===== src/rtl/mem_arb2.sv =====
// mem_arb2: two-requester, single-port memory arbiter.
// A round-robin winner is picked each cycle. The winner's request is forwarded
// to memory combinationally, and its read data valid is reported one cycle later.
module mem_arb2 (
    input  logic        clk,
    input  logic        reset,

    input  logic        r0_en,
    input  logic        r0_we,
    input  logic [15:0] r0_addr,
    input  logic [31:0] r0_dataW,
    output logic        r0_gnt,
    output logic        r0_rvalid,

    input  logic        r1_en,
    input  logic        r1_we,
    input  logic [15:0] r1_addr,
    input  logic [31:0] r1_dataW,
    output logic        r1_gnt,
    output logic        r1_rvalid,

    output logic [31:0] rdata,
    output logic [15:0] addr,
    output logic [31:0] dataW,
    output logic        en,
    output logic        we,
    input  logic [31:0] dataR,

    output logic [15:0] cnt0,
    output logic [15:0] cnt1
);

    localparam int unsigned AW = 16;
    localparam int unsigned DW = 32;
    localparam int unsigned CW = 16;
    localparam logic [CW-1:0] CNT_MAX = {CW{1'b1}};

    logic          r_prio;     // port that wins a tie
    logic [1:0]    r_rd;       // one-hot pending read {rd1, rd0}
    logic [CW-1:0] r_cnt0;
    logic [CW-1:0] r_cnt1;

    logic          w_gnt0;
    logic          w_gnt1;

    // Winner selection; reset forces both grants low.
    always_comb begin
        w_gnt0 = 1'b0;
        w_gnt1 = 1'b0;
        if (!reset) begin
            if (r0_en && (!r1_en || !r_prio)) begin
                w_gnt0 = 1'b1;
            end else if (r1_en) begin
                w_gnt1 = 1'b1;
            end
        end
    end

    // Memory-side mux; the bus is idle at zero when there is no grant.
    always_comb begin
        en    = 1'b0;
        we    = 1'b0;
        addr  = AW'(0);
        dataW = DW'(0);
        if (w_gnt0) begin
            en    = 1'b1;
            we    = r0_we;
            addr  = r0_addr;
            dataW = r0_dataW;
        end else if (w_gnt1) begin
            en    = 1'b1;
            we    = r1_we;
            addr  = r1_addr;
            dataW = r1_dataW;
        end
    end

    // Priority toggle, pending-read tracking and saturating grant counters.
    always_ff @(posedge clk or posedge reset) begin
        if (reset) begin
            r_prio <= 1'b0;
            r_rd   <= 2'b00;
            r_cnt0 <= CW'(0);
            r_cnt1 <= CW'(0);
        end else begin
            if (w_gnt0) begin
                r_prio <= 1'b1;
            end else if (w_gnt1) begin
                r_prio <= 1'b0;
            end
            r_rd <= {w_gnt1 & ~r1_we, w_gnt0 & ~r0_we};
            if (w_gnt0 && (r_cnt0 != CNT_MAX)) begin
                r_cnt0 <= r_cnt0 + CW'(1);
            end
            if (w_gnt1 && (r_cnt1 != CNT_MAX)) begin
                r_cnt1 <= r_cnt1 + CW'(1);
            end
        end
    end

    assign r0_gnt    = w_gnt0;
    assign r1_gnt    = w_gnt1;
    assign r0_rvalid = r_rd[0];
    assign r1_rvalid = r_rd[1];
    assign rdata     = dataR;
    assign cnt0      = r_cnt0;
    assign cnt1      = r_cnt1;

endmodule


===== config.mk =====
export PLATFORM = sky130hd
export DESIGN_NAME = mem_arb2
export DESIGN_NICKNAME = d
export VERILOG_FILES = /design/src/rtl/mem_arb2.sv
export SDC_FILE = /design/constraint.sdc
export NUM_CORES = 1
export LEC_CHECK = 0
export BUFFER_PORTS_ARGS = -buffer_cell sky130_fd_sc_hd__buf_2
export CAP_MARGIN = 25
export CORE_AREA = 2 2 97 99
export CTS_CLUSTER_DIAMETER = 200
export DETAILED_ROUTE_END_ITERATION = 8
export DIE_AREA = 0 0 99 101
export PLACE_DENSITY = 0.67
export SYNTH_ARGS = -nofsm -noshare
export SYNTH_HDL_FRONTEND = slang
export SYNTH_SLANG_ARGS = --single-unit

===== constraint.sdc =====
create_clock -name clk -period 4.3 [get_ports clk]
set_clock_uncertainty 0.2 [all_clocks]
set_input_delay 0.43 -clock clk [delete_from_list [all_inputs] [get_ports clk]]
set_output_delay 0.43 -clock clk [all_outputs]
set_load 0.01 [all_outputs]

# ---- Yosys cells after proc, flatten, opt, wreduce, memory -nomap -nowiden
# Index checks and enable logic that the tools add are counted.
dict set report op_classes {
  n_bitwise 4
  eq_ne 2
  reduce_logical 7
  muxes 15
  addsub 2
}
# operator count
set ops {}
lappend ops {{$mux 32} 2}
lappend ops {{$add 16x1->16 const B} 2}
lappend ops {{$mux 16} 2}
lappend ops {{$ne 16x16->1 const B} 2}
lappend ops {{$mux 1} 11}
lappend ops {{$logic_and 1x1->1} 3}
lappend ops {{$and 1x1->1} 2}
lappend ops {{$logic_not 1->1} 2}
lappend ops {{$not 1->1} 2}
lappend ops {{$reduce_bool 2->1} 1}
lappend ops {{$logic_or 1x1->1} 1}
dict set report word_totals {
  wordCells 34
  ff_bits 35
  output_inout_bits 118
  in_bits 134
}

# ---- Longest topological paths before layout
# Gate-level depths: netlist of the first run.
dict set report depth {
  depth_word 7
  mapped_depth 5
  depth_no_buf 5
}

# ---- Worst setup path after synthesis of the first run
# Ideal clock, no wire load.
dict set report synth_timing {
  kind {input-to-output}
  startpoint {input port reset}
  endpoint {output port addr[0]}
  cell_stages 5
  setup_slack_ns 2.190
  arrival_time_ns 1.480
  path_buffers 2
  required_ns 3.670
  cell_sequence {nand2b_4 -> buf_6 -> nor2_1 -> clkbuf_1 -> a22o_1}
}
dict set report synth_between {
  elab_chain_len 3
  word_cells_on_any_way 4
  classes_between {4 x mux}
}
# element line
set synth_rtl {}
lappend synth_rtl {{start, declared} 6} ;# input logic reset,
lappend synth_rtl {{$mux 1} 50} ;# if (!reset) begin
lappend synth_rtl {{$mux 16} 70} ;# end else if (w_gnt1) begin
lappend synth_rtl {{$mux 16 (*)} 65} ;# if (w_gnt0) begin
lappend synth_rtl {{end, declared} 23} ;# output logic [15:0] addr,
# Every way passes the cells marked *; elsewhere a longest branch is shown, timed or not.

# ---- Worst setup path in the final report of the first run
dict set report layout_timing {
  startpoint {register r_prio}
  endpoint {output port dataW[24]}
}
dict set report layout_between {
  elab_chain_len 7
  word_cells_on_any_way 9
  classes_between {6 x mux; 3 x reduce/logical}
}
# element line
set layout_rtl {}
lappend layout_rtl {{start, declared} 38} ;# logic r_prio;
lappend layout_rtl {{start signal, assigned} 81} ;# r_prio <= 1'b0;
lappend layout_rtl {{start signal, assigned} 87} ;# r_prio <= 1'b1;
lappend layout_rtl {{start signal, assigned} 89} ;# r_prio <= 1'b0;
lappend layout_rtl {{$logic_not 1->1 (*)} 51} ;# if (r0_en && (!r1_en || !r_prio)) begin
lappend layout_rtl {{$logic_or 1x1->1 (*)} 51}
lappend layout_rtl {{$logic_and 1x1->1 (*)} 51}
lappend layout_rtl {{$mux 1} 51}
lappend layout_rtl {{$mux 1} 50}
lappend layout_rtl {{$mux 32} 70}
lappend layout_rtl {{$mux 32 (*)} 65}
lappend layout_rtl {{end, declared} 24} ;# output logic [31:0] dataW,
# Marked as above.

==> summary.md, run 1 <==
| Metric | Value |
|---|---|
| Switching power | `418 µW` |
| Initial core utilization | `28.4%` |
| Crit. End Element | `output port` |
| PwrDens | `327 nW/µm²` |
| GP Congestion | `0.834` |
| Sinks on Clock Net | `35` |
| Final nets | `550` |
| Combinational fraction of design power | `36.1%` |
| Hold Path Class | `input pin to async pin` |
| Critical path required time | `3.67 ns` |
| Fmax | `385 MHz` |
| DRC | `0` |
| Crit share post-route | `60.5%` |
| CTS max path bufs | `2` |
| I/O Buffers | `187` |
| Drt pass-1 iters | `4` |
| CTS buffer count | `5` |
| Avg Inst Size Synth | `9.77 µm²` |
| Max VDD drop | `101 µV` |
| Final ANT Viol Nets | `0` |
| RSZ-0062 raised after global routing | `false` |
| Setup ws final | `1.70 ns` |
| IO Pins | `252` |
| Status | `completed` |
| Post-cts gate resize count | `0` |
| Via count | `2,706` |
| Vias per cell | `5.14` |
| Vias in the first global route | `2,559` |
| Clk pwr share | `23.1%` |
| Initial antenna violation count | `1` |
| Arr. time, crit path | `1.97 ns` |
| Lkg Pwr | `0.00189 µW` |
| Maximum fanout along the worst path | `31` |
| Yosys reg bits | `35` |
| CTS tree | `yes` |
| Seq/Total Area, Yosys | `34.3%` |
| Fin. Hold Viols | `0` |
| Top FF cell, synth | `dfrtp_1` |
| Number of synthesis warnings | `0` |
| Starting DRT DRC Count | `146` |
| Final wirelength | `9980 µm` |
| CTS root buffer | `clkbuf_8` |
| CP Launch Type | `flip-flop` |
| Final setup viols | `0` |
| Hold buffer count at cts | `0` |
| Rows | `35` |
| Remaining global-route overflow | `0` |
| Count of cell types in the netlist | `45` |
| First-pass GRT wire length | `14,600 µm` |
| Clock period minus worst slack | `2.60 ns` |
| Dpl cell area | `3400 µm²` |
| Max cap viols | `0` |
| Die Wd | `99 µm` |
| Post-place setup slack | `1.74 ns` |
| Die H | `101 µm` |
| Clock insertion delay at the later pin of the skew report | `0.29 ns` |
| Worst-margin pin slew | `0.686 ns` |
| CP Class | `flip-flop to output port` |
| Internal | `727 µW` |
| Fraction of registers with async set/reset | `100%` |
| Setup TNS Final | `0 ns` |
| Slew Viols, Final | `0` |
| Total global-route track usage | `19.2%` |
| Largest net degree at the start of global routing | `47` |
| Area Growth Syn to Fin | `37.2%` |
| Total power | `1150 µW` |
| Routed wire length per instance | `19.0 µm` |
| Core Box Area | `8980 µm²` |
| Syn Inst Count | `261` |
| Worst rel slew slack | `53.9%` |
| Clock transition at path regs | `0.07 ns` |
| Post-synth EDFFs | `0` |
| Layout cells sized above 1 | `51.8%` |
| Seq pwr share | `40.7%` |
| Die area | `10000 µm²` |
| Diode count | `0` |
| Switch share | `36.5%` |
| DP HPWL | `8200 µm` |
| Syn Nets | `397` |
| Final instance area | `3500 µm²` |
| Post-CTS setup buffer count | `0` |
| Post-Route Utilization | `39.0%` |
| Mapped Area | `2550 µm²` |
| CTS HTree Levels | `2` |
[layout by cell type (no fill, tap or decap), types with 7 or more instances in the layout]
cell and n:
xnor2_1 16, inv_1 7, and4_1 7, nand3_1 11, nand2_1 19, buf_2 187, nand4_1 10, clkbuf_8 7
dfrtp_1 35, a22o_1 49
[stage by stage]
step / hold WS, ns / std cells
2_1_floorplan: 0.303 / 261
3_3_place_gp: 0.272 / 516
5_1_grt: 0.119 / 526
6_report: 0.0882 / 526
4_1_cts: 0.0905 / 526
3_5_place_dp: 0.298 / 518
[logic make-up after synthesis]
kind of cell    count (synthesis)  synth area share, %
compound gates                 62                 20.1
xor+xnor                       22                 7.55
fa+ha+maj                       2                0.981
simple gates                   83                 21.7
buf+inv                        51                 12.7
flops                          35                 34.3
mux                             6                 2.70
[power by group through the flow]
stage          Clock [µW]  Sequential (µW)  Combinational (µW)
5_1_grt               290              478                 452
2_1_floorplan           0              482                 228
3_5_place_dp            0              473                 417
6_report              265              467                 414
3_3_place_gp            0              469                 406
4_1_cts               273              467                 420
[state kept, by name, summed over array words and instances, names as in the netlist]
name	flops
r_prio	1
r_rd	2
cnt0	16
cnt1	16
[area by class of cell]
| type | count | area (µm²) |
|---|---|---|
| inverter | 7 | 26.3 |
| tap | 111 | 139 |
| multi-input combinational | 175 | 1370 |
| timing repair buffer | 190 | 991 |
| fill | 923 | 5480 |
| clock buffer | 8 | 100 |
| sequential | 35 | 876 |
[routing by layer]
metal,vias up,GRT usage (%),wire [µm]
met5,-,0,13
met4,2,5.90,164
met3,12,5.06,683
met2,135,30.6,4910
met1,1296,25.4,4210
li1,1261,-,-
[critical path, cell delays in order (launching register included)]
cell,delay [ns]
dfrtp_1,0.42
nor2b_2,0.12
nor2_4,0.48
buf_16,0.25
a22o_1,0.23
buf_2,0.17
[cells in the mapped netlist, drive strengths merged (7+ instances only)]
library cell  count  area share (%)
inv               7             1.0
a22o             49              17
clkbuf            8             1.2
dfrtp            35              34
xnor2            16             5.5
nand3            11             2.2
and4              7             2.4
buf              36              10
nand2            19             2.8
nand4            11             2.9
[path summary, 6_finish.rpt]
kind | slack (ns) | start | cells past startpoint | to
worst max-delay path | 1.70 | r_prio$_DFFE_PP0P_ | 5 | dataW[24]
worst min-delay path | 0.09 | reset | 3 | cnt0[12]$_DFFE_PP0P_
worst max register to register | 2.24 | cnt0[0]$_DFFE_PP0P_ | 5 | cnt0[1]$_DFFE_PP0P_
worst min register to register | 0.31 | cnt0[15]$_DFFE_PP0P_ | 1 | cnt0[15]$_DFFE_PP0P_
max in group asynchronous | 3.49 | reset | 3 | cnt1[13]$_DFFE_PP0P_
min in group clk | 0.14 | r1_we | 2 | r_rd[1]$_DFF_PP0_
(Power assumes the default switching activity.)
==> run 2: changes to the inputs <==
Settings changed: ABC_AREA from default to 1, CORE_AREA 2 2 97 99 to 2 2 96 98, DIE_AREA 0 0 99 101 to 0 0 98 100, PLACE_DENSITY 0.67 to 0.74.
Clock period 4.3 ns to 2.6 ns, I/O delays scaled along.
==> run 2 against run 1 <==
- area after synthesis grew 17%
- count of clock-buffer cells in the layout shrank 2
- clock power is 96% higher
- sequential share of layout area decreased by 3.0 points
- power is 66% higher
- via count up 33%
==> summary.md, run 2 <==
| Metric | Value |
|---|---|
| Sinks on Clock Net | `35 (unchanged)` |
| Final Hold Slack | `0.184 ns (+0.0960 ns)` |
| Seq/Total Area, Yosys | `29.2% (-5.1 points)` |
| Post-synth EDFFs | `0 (unchanged)` |
| Setup TNS Final | `0 ns (unchanged)` |
| CP Launch Type | `input pin` |
| Ranking of synthesized cells by area | `dfrtp_1 29%, nand2_1 18%, a22o_1 14%` |
| Synth cell count leaders | `145 x nand2_1, 49 x a22o_1, 38 x nor2_1` |
| Fraction of registers with async set/reset | `100% (unchanged)` |
| Slew Viols, Final | `0 (unchanged)` |
| Max VDD drop | `356 µV (+250%)` |
| Post-CTS setup buffer count | `0 (unchanged)` |
| Largest net degree at the start of global routing | `41 (-13%)` |
| CTS tree | `yes` |
| Most frequent cells in the layout | `187 x buf_2, 145 x nand2_1, 49 x a22o_1` |
| Final setup viols | `0 (unchanged)` |
| Total power | `1900 µW (+66%)` |
| IO Pins | `252 (unchanged)` |
| Avg Inst Size Synth | `6.95 µm² (-29%)` |
| CTS root buffer | `clkbuf_8` |
| Rows | `35 (unchanged)` |
| Mapped Area | `3000 µm² (+17%)` |
| Hold Path Class | `input pin to flip-flop` |
| Yosys reg bits | `35 (unchanged)` |
| Die H | `100 µm (-0.99%)` |
| Fmax | `412 MHz` |
| Total global-route track usage | `28.9% (+9.7 points)` |
| Die area | `9800 µm² (-2.0%)` |
| Max cap viols | `0 (unchanged)` |
| Final ANT Viol Nets | `0 (unchanged)` |
| Layout cells sized above 1 | `38.8% (-13 points)` |
| Synth area leader | `dfrtp_1` |
| Vias per cell | `5.13 (-0.29%)` |
| PwrDens | `480 nW/µm² (+46%)` |
| Final nets | `725 (+32%)` |
| Crit share post-route | `93.3%` |
| Critical path required time | `2.14 ns (-1.53 ns)` |
| Number of synthesis warnings | `0 (unchanged)` |
| Placed instance count | `689 (+33%)` |
| Arr. time, crit path | `1.97 ns (about the same)` |
| Lkg Pwr | `0.00222 µW (+18%)` |
| Clock transition at path regs | `0.07 ns (about the same)` |
| Initial antenna violation count | `3 (+2)` |
| FILL cells | `941 (+2.0%)` |
| Vias in the first global route | `3,338 (+30%)` |
| Final wirelength | `14,700 µm (+47%)` |
| I/O Buffers | `187 (unchanged)` |
| CP Class | `input pin to output port` |
| Drt pass-1 iters | `5 (+1)` |
| Initial core utilization | `33.7% (+5.3 points)` |
| Remaining global-route overflow | `0 (unchanged)` |
| Starting DRT DRC Count | `234 (+60%)` |
| Worst-margin pin slew | `0.574 ns (-0.112 ns)` |
| Non-Filler Instances | `703 (+34%)` |
| First-pass GRT wire length | `20,900 µm (+43%)` |
| Top FF cell, synth | `dfrtp_1` |
| Syn Nets | `567 (+43%)` |
| DRC | `0 (unchanged)` |
| Fin. Hold Viols | `0 (unchanged)` |
| Die Wd | `98 µm (-1.0%)` |
| CTS max path bufs | `2 (unchanged)` |
| Count of cell types in the netlist | `25 (-44%)` |
| Via count | `3,606 (+33%)` |
| Crit. End Element | `output port` |
| Maximum fanout along the worst path | `39 (+26%)` |
| CTS HTree Levels | `2 (unchanged)` |
| Most common cell after layout, fill and taps aside | `buf_2` |
| DP HPWL | `12,700 µm (+55%)` |
| Core Box Area | `8890 µm² (-0.98%)` |
| RSZ-0062 raised after global routing | `false` |
| Clock period minus worst slack | `2.43 ns` |
| Share of the synthesized area in the top cell type | `29.2% (-5.1 points)` |
| CTS buffer count | `5 (unchanged)` |
| Syn Inst Count | `431 (+65%)` |
| Status | `completed` |
| Clock insertion delay at the later pin of the skew report | `0.30 ns (about the same)` |
| GP Congestion | `0.961 (+15%)` |
| Worst rel slew slack | `61.7% (+7.8 points)` |
| Routed wire length per instance | `20.9 µm (+9.9%)` |
| Area Growth Syn to Fin | `32.5%` |
| Most frequent cell after synthesis | `nand2_1` |
==> run 2: cells by family (layout without fill, tap and decap cells) <==
group                      Yosys count  count (layout)  share of synthesized area (%)
AOI/OAI and AO/OA                   58              58                           16.5
DFF                                 35              35                           29.2
other                                0               2                              0
and+or+nand+nor                    241             241                           34.9
adders and majority gates            2               2                          0.835
buffers and inverters               86             245                           16.0
xor gates and xnor gates             9               9                           2.63
==> run 2: report_power, final <==
part	internal, µW	switching (µW)
Sequential	618	120
Clock	310	209
Combinational	285	361
==> run 2: final timing paths <==
check	end	start	cells after the start	slack, ns
max	dataW[14]	reset	8	0.17
min	r_prio$_DFFE_PP0P_	r1_en	4	0.18
max reg2reg	cnt1[7]$_DFFE_PP0P_	cnt1[0]$_DFFE_PP0P_	8	0.65
min reg2reg	r_prio$_DFFE_PP0P_	r_prio$_DFFE_PP0P_	2	0.29
max in group asynchronous	cnt0[15]$_DFFE_PP0P_	reset	4	1.15
min in group asynchronous	cnt1[13]$_DFFE_PP0P_	reset	4	0.48
==> run 2: area by class of cell <==
class / instances / area [µm²] / area share [%]
multi-input cells: 310 / 1650 / 41.5
diodes: 2 / 5.00 / 0.126
clock inverters: 2 / 35.0 / 0.882
clock buffers: 6 / 82.6 / 2.08
repair buffers: 196 / 1030 / 25.9
well taps: 111 / 139 / 3.50
inverters: 41 / 154 / 3.88
flip-flops and latches: 35 / 876 / 22.1
==> run 2: critical path: stages <==
cell and delay, ns:
dlygate4sd3_1 0.53, buf_2 0.13, inv_2 0.09, nand3_2 0.10, inv_2 0.25, buf_12 0.24
a22o_1 0.19, buf_2 0.15
==> run 2: metrics by stage <==
step | area, µm² | util, % | setup WS, ns
global placement | 3800 | 42.8 | 0.596
finish | 3970 | 44.7 | 0.175
CTS | 3960 | 44.6 | 0.0977
global route | 3970 | 44.6 | 0.106
detailed placement | 3800 | 42.8 | 0.549
floorplan | 3000 | - | 0.567
==> run 2: repair_timing <==
item / 4_1_cts / 5_1_grt
resized for setup: 0 / 1
endpoints found under the setup margin: 0 / 1
hold endpoints to repair: 7 / 0
hold buffers: 4 / 0
==> run 2: routing by layer <==
metal	wire length [µm]	GRT usage, %	vias to the layer above
li1	-	-	1702
met1	5260	33.9	1679
met2	6990	46.9	194
met3	1900	12.5	31
met4	513	11.2	0
met5	0	0	-
==> run 3: changes to the inputs <==
Settings changed: ABC_AREA 1 to default, CORE_AREA 2 2 96 98 to 2 2 97 99, DIE_AREA 0 0 98 100 to 0 0 99 101, PLACE_DENSITY 0.74 to 0.67, SKIP_CTS_REPAIR_TIMING from default to 1.
==> run 3 against run 2 <==
- via count is 26% lower
- count of clock-buffer cells in the layout rose by 1
- combinational power rose by 5.6%
- sequential share of layout area up 2.9 points
- power shrank 3.4%
- critical endpoint is now dataW[25]
- sequential cell count unchanged
==> summary.md, run 3 (synthesis gave the netlist of run 1 again) <==
| Metric | Value |
|---|---|
| CTS root buffer | `clkbuf_8` |
| CTS buffer count | `5 (unchanged)` |
| Crit share post-route | `89.4% (-3.9 points)` |
| Max VDD drop | `196 µV (-45%)` |
| Die H | `101 µm (+1.0%)` |
| Non-Filler Instances | `530 (-25%)` |
| Switch share | `37.5% (+1.2 points)` |
| First-pass GRT wire length | `14,000 µm (-33%)` |
| Slowest-stage cell, CP | `dfrtp_1` |
| RSZ-0062 raised after global routing | `false` |
| Core Box Area | `8980 µm² (+0.99%)` |
| Crit. End Element | `output port` |
| Final nets | `553 (-24%)` |
| Area Growth Syn to Fin | `37.4%` |
| Total global-route track usage | `18.4% (-11 points)` |
| Most frequent cells in the layout | `187 x buf_2, 49 x a22o_1, 35 x dfrtp_1` |
| Critical path required time | `2.14 ns (about the same)` |
| Crit-path leading delay family | `flip-flops` |
| CTS tree | `yes` |
| Setup TNS Final | `0 ns (unchanged)` |
| Vias per cell | `5.06 (-1.3%)` |
| R2r setup slk | `0.53 ns (-0.12 ns)` |
| CTS max path bufs | `2 (unchanged)` |
| FILL cells | `887 (-5.7%)` |
| Post-Route Utilization | `39.1% (-5.6 points)` |
| Seq pwr share | `42.3% (+3.6 points)` |
| IO Pins | `252 (unchanged)` |
| Combinational fraction of design power | `37.1% (+3.2 points)` |
| Clock period minus worst slack | `2.32 ns (-0.102 ns)` |
| CP cell instances | `and2_1 -> nor2_4 -> buf_12 -> a22o_1 -> buf_2` |
| Rows | `35 (unchanged)` |
| PwrDens | `525 nW/µm² (+9.4%)` |
| Fmax | `430 MHz (+4.4%)` |
| I/O Buffers | `187 (unchanged)` |
| Layout cells sized above 1 | `51.2% (+12 points)` |
| Clk pwr share | `20.6% (-6.7 points)` |
| Worst-margin pin slew | `0.667 ns (+0.0927 ns)` |
| Most common cell after layout, fill and taps aside | `buf_2` |
| CP Launch Type | `flip-flop` |
| Dpl cell area | `3390 µm² (-11%)` |
| Clock insertion delay at the later pin of the skew report | `0.28 ns (-0.02 ns)` |
| Crit path buf inv count | `2 (-4)` |
| DRC | `0 (unchanged)` |
| Fin. Hold Viols | `0 (unchanged)` |
| Final instance area | `3510 µm² (-12%)` |
| Via count | `2,682 (-26%)` |
| Vias in the first global route | `2,459 (-26%)` |
| Routed wire length per instance | `18.6 µm (-11%)` |
| Die area | `10000 µm² (+2.0%)` |
| Lkg Pwr | `0.00189 µW (-15%)` |
| Status | `completed` |
| Arr. time, crit path | `1.86 ns (-0.11 ns)` |
| GP Congestion | `0.851 (-11%)` |
| Starting DRT DRC Count | `123 (-47%)` |
| CP max stage delay | `0.43 ns (-0.10 ns)` |
| Initial core utilization | `28.4% (-5.3 points)` |
| CTS HTree Levels | `2 (unchanged)` |
| Internal | `1150 µW (-5.2%)` |
| Remaining global-route overflow | `0 (unchanged)` |
| CP Class | `flip-flop to output port` |
| Max cap viols | `0 (unchanged)` |
| DP HPWL | `8000 µm (-37%)` |
| Slew Viols, Final | `0 (unchanged)` |
| Largest net degree at the start of global routing | `54 (+32%)` |
| Hold Path Class | `input pin to flip-flop` |
| Initial antenna violation count | `1 (-2)` |
| Die Wd | `99 µm (+1.0%)` |
| Final setup viols | `0 (unchanged)` |
| Worst rel slew slack | `55.2% (-6.5 points)` |
| Drt pass-1 iters | `4 (-1)` |
| Final wirelength | `9880 µm (-33%)` |
| Switching power | `689 µW (-0.12%)` |
| Sinks on Clock Net | `35 (unchanged)` |
| Maximum fanout along the worst path | `53 (+36%)` |
| Final ANT Viol Nets | `0 (unchanged)` |
| Placed instance count | `518 (-25%)` |
| Clock transition at path regs | `0.07 ns (about the same)` |
-- run 3: final cells by class --
cell class	count	area, µm²	area share, %
Antenna cell	1	2.50	0.0714
Multi-Input combinational cell	175	1370	39.0
Clock inverter	1	5.00	0.143
Inverter	7	26.3	0.749
Timing Repair Buffer	193	1010	28.9
Sequential cell	35	876	25.0
Tap cell	111	139	3.96
Clock buffer	7	76.3	2.18
-- run 3: through the flow --
stage / worst slack (ns) / hold WS (ns) / power [µW]
floorplan: 0.692 / 0.133 / 1170
global placement: 0.112 / 0.234 / 1460
detailed placement: 0.548 / 0.236 / 1470
CTS: 0.300 / -0.0784 / 1860
global route: 0.201 / 0.168 / 1970
finish: 0.277 / 0.161 / 1840
-- run 3: power groups by stage --
stage	combinational [µW]	sequential (µW)	clock, µW
global route	749	799	418
detailed placement	684	788	0
floorplan	377	798	0
finish	682	779	379
CTS	690	778	394
global placement	675	783	0
-- run 3: path summary, 6_finish.rpt --
| path | from | end | cells after the start |
|---|---|---|---|
| max | r_prio$_DFFE_PP0P_ | dataW[25] | 5 |
| min | r1_en | r_rd[1]$_DFF_PP0_ | 3 |
| max reg2reg | cnt0[0]$_DFFE_PP0P_ | cnt0[1]$_DFFE_PP0P_ | 5 |
| min reg2reg | cnt0[15]$_DFFE_PP0P_ | cnt0[15]$_DFFE_PP0P_ | 1 |
| max in group asynchronous | reset | cnt0[2]$_DFFE_PP0P_ | 4 |
| min in group asynchronous | reset | r_rd[1]$_DFF_PP0_ | 3 |
-- run 3: worst register-to-register path: cells and delay by family (launching register included) --
family / cells / cell delay, ns
DFF: 1 / 0.43
AOI/OAI and AO/OA: 1 / 0.28
muxes: 1 / 0.36
adders and majority gates: 1 / 0.24
and+or+nand+nor: 2 / 0.44
-- run 3: layer usage --
layer,GRT usage [%],wire (µm)
met5,0,0
met4,5.06,119
met1,24.3,4240
met2,29.9,4850
met3,4.51,677
